[config.mk]
export PLATFORM = sky130hd
export DESIGN_NAME = vga_vram_arbiter_flat
export DESIGN_NICKNAME = d
export VERILOG_FILES = /design/src/rtl/vga_pkg.sv /design/src/rtl/vga_vram_arbiter_if.sv /design/src/rtl/vga_wr_fifo.sv /design/src/rtl/vga_vram_arbiter.sv /design/src/flat_wrapper.sv
export SDC_FILE = /design/constraint.sdc
export NUM_CORES = 1
export LEC_CHECK = 0
export CAP_MARGIN = 20
export CORE_MARGIN = 2
export CORE_UTILIZATION = 33
export DETAILED_ROUTE_END_ITERATION = 7
export PLACE_DENSITY_LB_ADDON = 0.2
export SLEW_MARGIN = 20
export SYNTH_ARGS = -nofsm -noshare
export SYNTH_HDL_FRONTEND = slang
export SYNTH_SLANG_ARGS = --single-unit
[constraint.sdc]
create_clock -name pclk -period 8.45 [get_ports pclk]
set_input_delay 2.535 -clock pclk [delete_from_list [all_inputs] [get_ports pclk]]
set_output_delay 2.535 -clock pclk [all_outputs]
set_load 0.01 [all_outputs]
[src/rtl/vga_pkg.sv]
// vga_pkg: shared geometry, widths, arbitration states and pixel address helper.
package vga_pkg;
    localparam int H_ACTIVE = 640;
    localparam int V_ACTIVE = 480;
    localparam int VRAM_WORDS = H_ACTIVE * V_ACTIVE;
    localparam int DATA_W = 24;
    localparam int ADDR_W = $clog2(VRAM_WORDS);
    localparam int FIFO_DEPTH = 4;
    typedef enum logic [1:0] {ARB_IDLE, ARB_DISP, ARB_HOST} arb_state_t;
    // y*640 + x as (y<<9) + (y<<7) + x so no multiplier is inferred
    function automatic logic [18:0] pix_addr(input logic [9:0] x, input logic [9:0] y);
        return {y, 9'd0} + {2'd0, y, 7'd0} + {9'd0, x};
    endfunction
endpackage

[src/rtl/vga_vram_arbiter_if.sv]
// vga_vram_arbiter_if: display scan, host write port and VRAM pins of the arbiter.
interface vga_vram_arbiter_if #(
    parameter int DATA_W = vga_pkg::DATA_W,
    parameter int ADDR_W = vga_pkg::ADDR_W
);
    logic              disp_valid;
    logic [9:0]        h_addr;
    logic [9:0]        v_addr;
    logic [DATA_W-1:0] vga_data;
    logic              host_valid;
    logic              host_ready;
    logic [9:0]        host_x;
    logic [9:0]        host_y;
    logic [DATA_W-1:0] host_wdata;
    logic              host_drop;
    logic              mem_en;
    logic              mem_we;
    logic [ADDR_W-1:0] mem_addr;
    logic [DATA_W-1:0] mem_wdata;
    logic [DATA_W-1:0] mem_rdata;
    modport slave (
        input  disp_valid, h_addr, v_addr, host_valid, host_x, host_y, host_wdata, mem_rdata,
        output vga_data, host_ready, host_drop, mem_en, mem_we, mem_addr, mem_wdata
    );
    modport master (
        output disp_valid, h_addr, v_addr, host_valid, host_x, host_y, host_wdata, mem_rdata,
        input  vga_data, host_ready, host_drop, mem_en, mem_we, mem_addr, mem_wdata
    );
endinterface

[src/rtl/vga_wr_fifo.sv]
// vga_wr_fifo: small synchronous FIFO holding pending host pixel writes.
module vga_wr_fifo #(
    parameter int W = 44,
    parameter int DEPTH = 4
) (
    input  logic                     pclk,
    input  logic                     reset,
    input  logic                     push,
    input  logic                     pop,
    input  logic [W-1:0]             din,
    output logic [W-1:0]             dout,
    output logic                     full,
    output logic                     empty,
    output logic [$clog2(DEPTH):0]   count
);
    localparam int AW = $clog2(DEPTH);
    logic [W-1:0] mem [DEPTH];
    logic [AW:0] wp, rp;
    // pointers carry one extra wrap bit so full and empty stay distinct
    assign count = wp - rp;
    assign full = count == (AW + 1)'(DEPTH);
    assign empty = wp == rp;
    assign dout = mem[rp[AW-1:0]];
    always_ff @(posedge pclk or posedge reset)
        if (reset) begin
            wp <= '0;
            rp <= '0;
        end else begin
            if (push && !full) wp <= wp + 1'b1;
            if (pop && !empty) rp <= rp + 1'b1;
        end
    always_ff @(posedge pclk)
        if (push && !full) mem[wp[AW-1:0]] <= din;
endmodule

[src/rtl/vga_vram_arbiter.sv]
// vga_vram_arbiter: shares one VRAM port between display scan-out (absolute priority)
// and FIFO-buffered host pixel writes drained in display-idle cycles.
module vga_vram_arbiter #(
    parameter int DATA_W = vga_pkg::DATA_W,
    parameter int ADDR_W = vga_pkg::ADDR_W,
    parameter int FIFO_DEPTH = vga_pkg::FIFO_DEPTH
) (
    input logic               pclk,
    input logic               reset,
    vga_vram_arbiter_if.slave bus
);
    import vga_pkg::*;
    typedef struct packed {
        logic [9:0]        x;
        logic [9:0]        y;
        logic [DATA_W-1:0] data;
    } entry_t;
    arb_state_t state, nxt;
    entry_t head;
    logic full, empty, pop, in_rng, en_d, we_d, drop_d, rd_v, unused_count;
    logic [ADDR_W-1:0] addr_d;
    logic [DATA_W-1:0] wdata_d;
    logic [$clog2(FIFO_DEPTH):0] count;
    assign bus.host_ready = !full;
    assign in_rng = head.x < 10'(H_ACTIVE) && head.y < 10'(V_ACTIVE);
    assign pop = nxt == ARB_HOST;
    assign unused_count = ^count;
    vga_wr_fifo #(.W($bits(entry_t)), .DEPTH(FIFO_DEPTH)) u_fifo (
        .pclk  (pclk),
        .reset (reset),
        .push  (bus.host_valid && !full),
        .pop   (pop),
        .din   ({bus.host_x, bus.host_y, bus.host_wdata}),
        .dout  (head),
        .full  (full),
        .empty (empty),
        .count (count)
    );
    always_comb begin
        nxt = bus.disp_valid ? ARB_DISP : (!empty ? ARB_HOST : ARB_IDLE);
        we_d = nxt == ARB_HOST && in_rng;
        en_d = nxt == ARB_DISP || we_d;
        drop_d = nxt == ARB_HOST && !in_rng;
        addr_d = nxt == ARB_DISP ? ADDR_W'(pix_addr(bus.h_addr, bus.v_addr)) :
                 we_d ? ADDR_W'(pix_addr(head.x, head.y)) : bus.mem_addr;
        wdata_d = we_d ? head.data : bus.mem_wdata;
    end
    always_ff @(posedge pclk or posedge reset)
        if (reset) state <= ARB_IDLE;
        else state <= nxt;
    // state==ARB_DISP is the first read-valid stage, rd_v the second, aligned with mem_rdata
    always_ff @(posedge pclk or posedge reset)
        if (reset) begin
            bus.mem_en <= 1'b0;
            bus.mem_we <= 1'b0;
            bus.mem_addr <= '0;
            bus.mem_wdata <= '0;
            bus.host_drop <= 1'b0;
            bus.vga_data <= '0;
            rd_v <= 1'b0;
        end else begin
            bus.mem_en <= en_d;
            bus.mem_we <= we_d;
            bus.mem_addr <= addr_d;
            bus.mem_wdata <= wdata_d;
            bus.host_drop <= drop_d;
            rd_v <= state == ARB_DISP;
            bus.vga_data <= rd_v ? bus.mem_rdata : '0;
        end
endmodule

[src/flat_wrapper.sv]
// flat-port wrapper written by rule: the top's interface ports become plain ports
module vga_vram_arbiter_flat import vga_pkg::*;
#(
    parameter int DATA_W = vga_pkg::DATA_W,
    parameter int ADDR_W = vga_pkg::ADDR_W,
    parameter int FIFO_DEPTH = vga_pkg::FIFO_DEPTH
)
  (pclk, reset, bus_disp_valid, bus_h_addr, bus_v_addr, bus_host_valid, bus_host_x, bus_host_y, bus_host_wdata, bus_mem_rdata, bus_vga_data, bus_host_ready, bus_host_drop, bus_mem_en, bus_mem_we, bus_mem_addr, bus_mem_wdata);
  vga_vram_arbiter_if #(.DATA_W(DATA_W), .ADDR_W(ADDR_W)) bus_i ();
  input logic pclk;
  input logic reset;
  input wire logic [$bits(bus_i.disp_valid)-1:0] bus_disp_valid;
  input wire logic [$bits(bus_i.h_addr)-1:0] bus_h_addr;
  input wire logic [$bits(bus_i.v_addr)-1:0] bus_v_addr;
  input wire logic [$bits(bus_i.host_valid)-1:0] bus_host_valid;
  input wire logic [$bits(bus_i.host_x)-1:0] bus_host_x;
  input wire logic [$bits(bus_i.host_y)-1:0] bus_host_y;
  input wire logic [$bits(bus_i.host_wdata)-1:0] bus_host_wdata;
  input wire logic [$bits(bus_i.mem_rdata)-1:0] bus_mem_rdata;
  output wire logic [$bits(bus_i.vga_data)-1:0] bus_vga_data;
  output wire logic [$bits(bus_i.host_ready)-1:0] bus_host_ready;
  output wire logic [$bits(bus_i.host_drop)-1:0] bus_host_drop;
  output wire logic [$bits(bus_i.mem_en)-1:0] bus_mem_en;
  output wire logic [$bits(bus_i.mem_we)-1:0] bus_mem_we;
  output wire logic [$bits(bus_i.mem_addr)-1:0] bus_mem_addr;
  output wire logic [$bits(bus_i.mem_wdata)-1:0] bus_mem_wdata;
  assign bus_i.disp_valid = bus_disp_valid;
  assign bus_i.h_addr = bus_h_addr;
  assign bus_i.v_addr = bus_v_addr;
  assign bus_i.host_valid = bus_host_valid;
  assign bus_i.host_x = bus_host_x;
  assign bus_i.host_y = bus_host_y;
  assign bus_i.host_wdata = bus_host_wdata;
  assign bus_i.mem_rdata = bus_mem_rdata;
  assign bus_vga_data = bus_i.vga_data;
  assign bus_host_ready = bus_i.host_ready;
  assign bus_host_drop = bus_i.host_drop;
  assign bus_mem_en = bus_i.mem_en;
  assign bus_mem_we = bus_i.mem_we;
  assign bus_mem_addr = bus_i.mem_addr;
  assign bus_mem_wdata = bus_i.mem_wdata;
  vga_vram_arbiter #(.DATA_W(DATA_W), .ADDR_W(ADDR_W), .FIFO_DEPTH(FIFO_DEPTH)) u_core (.pclk(pclk), .reset(reset), .bus(bus_i));
endmodule
==> results by group <==
Place
  – Placer Congestion: 0.7913
  – # port buffers: 162
  – DP Area: 12590 um^2
  – Final HPWL DP: 14340 um

CTS
  – Hold_buf cts: 0
  – Longest Clk Path Bufs: 3
  – Reg clk slew, reported paths: 0.06 ns
  – Worst skew pair latency: 0.55 ns
  – CTS Sinks: 255
  – Total CTS buffers: 28
  – Quantity of gates resized following cts: 0
  – CTS root buf: clkbuf_16
  – Post-CTS Setup Inserts: 0
  – H-Tree Depth: 1
  – CTS tree: built

Setup path
  – Slowest cell on the critical path: dfrtp_4
  – CP Cell Sequence: ha_1, nor2b_1, xnor2_1, nand3_1, clkdlybuf4s50_1
  – Slowest stage delay, CP: 1.09 ns
  – Crit path max-delay family: flip-flops
  – WP data arrival: 2.96 ns
  – Worst EP required: 5.92 ns
  – CP bufs+invs: 1
  – Crit end category: output pin
  – Critical-path maximum fanout: 47
  – Crit Path Category: register to output pin
  – Critical Path Source Type: register

Detailed routing
  – DR vias: 5765
  – Via density: 4.816
  – ANT nets after route: 0
  – Initial DRC count: 251
  – DR pass1 iterations: 7
  – WL/cell: 18.79 um
  – Wirelength, routed: 22500 um
  – Detailed-route DRC error count: 0

STA
  – Ratio of final minimum period to clock period: 0.6506
  – Post-layout min period: 5.498 ns
  – Setup TNS: 0 ns
  – Endpoints failing setup: 0
  – RSZ-0062 raised after global routing: false
  – Max-slew violation count: 0
  – Final hold viol count: 0
  – Worst Max-Slew Pin Slew: 1.010 ns
  – Fmax: 181.9 MHz
  – Slew margin rel.: 0.3264
  – Skew final: 0.02457 ns

Yosys
  – Synth Register Bits: 255
  – Syn_nets: 736
  – Synth Instances: 595
  – Synth top area share: 0.5030
  – Count leader, synth: edfxtp_1
  – Yosys cell types: 47
  – Seq/Total Area, Yosys: 0.6912
  – Post-synth EDFFs: 176
  – Ys async rst share: 0.3098
  – Dominant synthesized flop cell: edfxtp_1
  – Synth top cells by count: 176 x edfxtp_1, 79 x dfrtp_1, 45 x ha_1, 44 x mux4_2, 26 x mux2_2
  – Syn avg cell area: 17.66 um^2
  – Synth area leaders: edfxtp_1 50%, dfrtp_1 19%, mux4_2 9.4%, ha_1 5.4%, mux2_2 2.8%
  – Leading area contributor after synthesis: edfxtp_1
  – YS warnings: 0
  – Mapped cell area: 10510 um^2

GRT
  – Antenna violations before repair: 1
  – Tot GR Track Use: 0.1363
  – Pin count of the biggest net entering global routing: 52
  – First-pass GRT wire length: 35010 um
  – Vias in the first global route: 6374
  – Congestion Overflow GR: 0

Power and ir drop
  – Max VDD drop: 0.2570 mV
  – PD cells: 379.7 nW/um^2
  – P_leak: 5.004 nW

Final layout
  – Post-layout util: 0.4300
  – Layout cells sized above 1: 0.1623
  – Design Area, Final: 13530 um^2
  – Nets: 914
  – Area growth syn-to-layout: 28.82%
  – Diode count: 0

Floorplanning
  – Die H: 182.4 um
  – Width of the die: 182.4 um
  – Row count: 65
  – Core Footprint: 31470 um^2
  – Die area: 33280 um^2
  – Initial Util: 0.3338
  – Num ports: 163

Run status
  – Status: finished, final reports clean

Run
  – Max-cap violations: 0

Worst hold path
  – Hold Crit Class: register to register
==> state kept, by name (all words and copies together), names as in the netlist <==
name,cells
u_core.u_fifo.rp,3
u_core.rd_v,1
u_core.bus.mem_en,1
u_core.bus.mem_addr,19
u_core.bus.mem_wdata,24
u_core.u_fifo.mem,176
u_core.bus.vga_data,24
u_core.bus.mem_we,1
u_core.u_fifo.wp,3
u_core.bus.host_drop,1
u_core.state,2
==> logic make-up after synthesis <==
group	share of synthesized area
DFF	0.6912
buffers and inverters	0.01608
and+or+nand+nor	0.04621
adders and majority gates	0.06121
xor gates and xnor gates	0.01667
muxes	0.1241
AOI/OAI and AO/OA	0.04454
==> report_power, final <==
part           switching, mW  internal, mW
logic                   1.00         0.996
registers              0.200          1.72
clock network          0.480         0.742
total                   1.68          3.45
==> per-stage QoR <==
stage          setup slack [ns]  power (mW)  instances  hold slack, ns
2_1_floorplan             3.826       3.221        595          0.3777
3_3_place_gp              2.613       3.921       1145          0.3978
3_5_place_dp              2.422       3.978       1145          0.3983
4_1_cts                   2.793       5.230       1197          0.4048
5_1_grt                   2.637       5.482       1197          0.4317
6_report                  2.952       5.140       1197          0.4041
==> placed cells by master (no fill, tap or decap), types with 10 or more instances in the layout <==
| cell | instances |
|---|---|
| a21oi_1 | 12 |
| and2_1 | 25 |
| clkbuf_16 | 28 |
| clkdlybuf4s50_1 | 162 |
| dfrtp_1 | 77 |
| edfxtp_1 | 176 |
| ha_1 | 45 |
| inv_1 | 14 |
| mux2_2 | 26 |
| mux4_2 | 44 |
| nand2_1 | 21 |
| nor2_1 | 22 |
| o21ai_0 | 11 |
| xnor2_1 | 10 |
| xor2_1 | 10 |
==> final timing paths <==
kind                                startpoint                     end  slack (ns)  depth (start not counted)
setup / recovery           u_core.u_fifo.rp[0]          bus_host_ready        2.95                          5
hold / removal                 u_core.state[1]             u_core.rd_v        0.40                          1
setup reg to reg           u_core.u_fifo.rp[0]  u_core.bus.mem_addr[9]        4.20                          6
hold reg to reg                u_core.state[1]             u_core.rd_v        0.40                          1
max in group asynchronous                reset     u_core.u_fifo.rp[0]        5.03                          3
min in group asynchronous                reset  u_core.bus.vga_data[4]        2.36                          2
==> area by class of cell <==
type | count | area [um^2]
fill | 2786 | 17940
timing repair buffer | 169 | 1674
sequential | 255 | 7267
clock inverter | 17 | 210.2
tap | 402 | 503.0
clock buffer | 35 | 737.0
inverter | 16 | 62.56
multi-input combinational | 303 | 3080
==> metal layers <==
layer | vias up | global-route usage | routed length (um)
li1 | 2661 | - | -
met1 | 2891 | 0.1713 | 9565
met2 | 174 | 0.2350 | 11150
met3 | 39 | 0.03073 | 1272
met4 | 0 | 0.04323 | 511
met5 | - | 0 | 0
(Power assumes the default switching activity.)
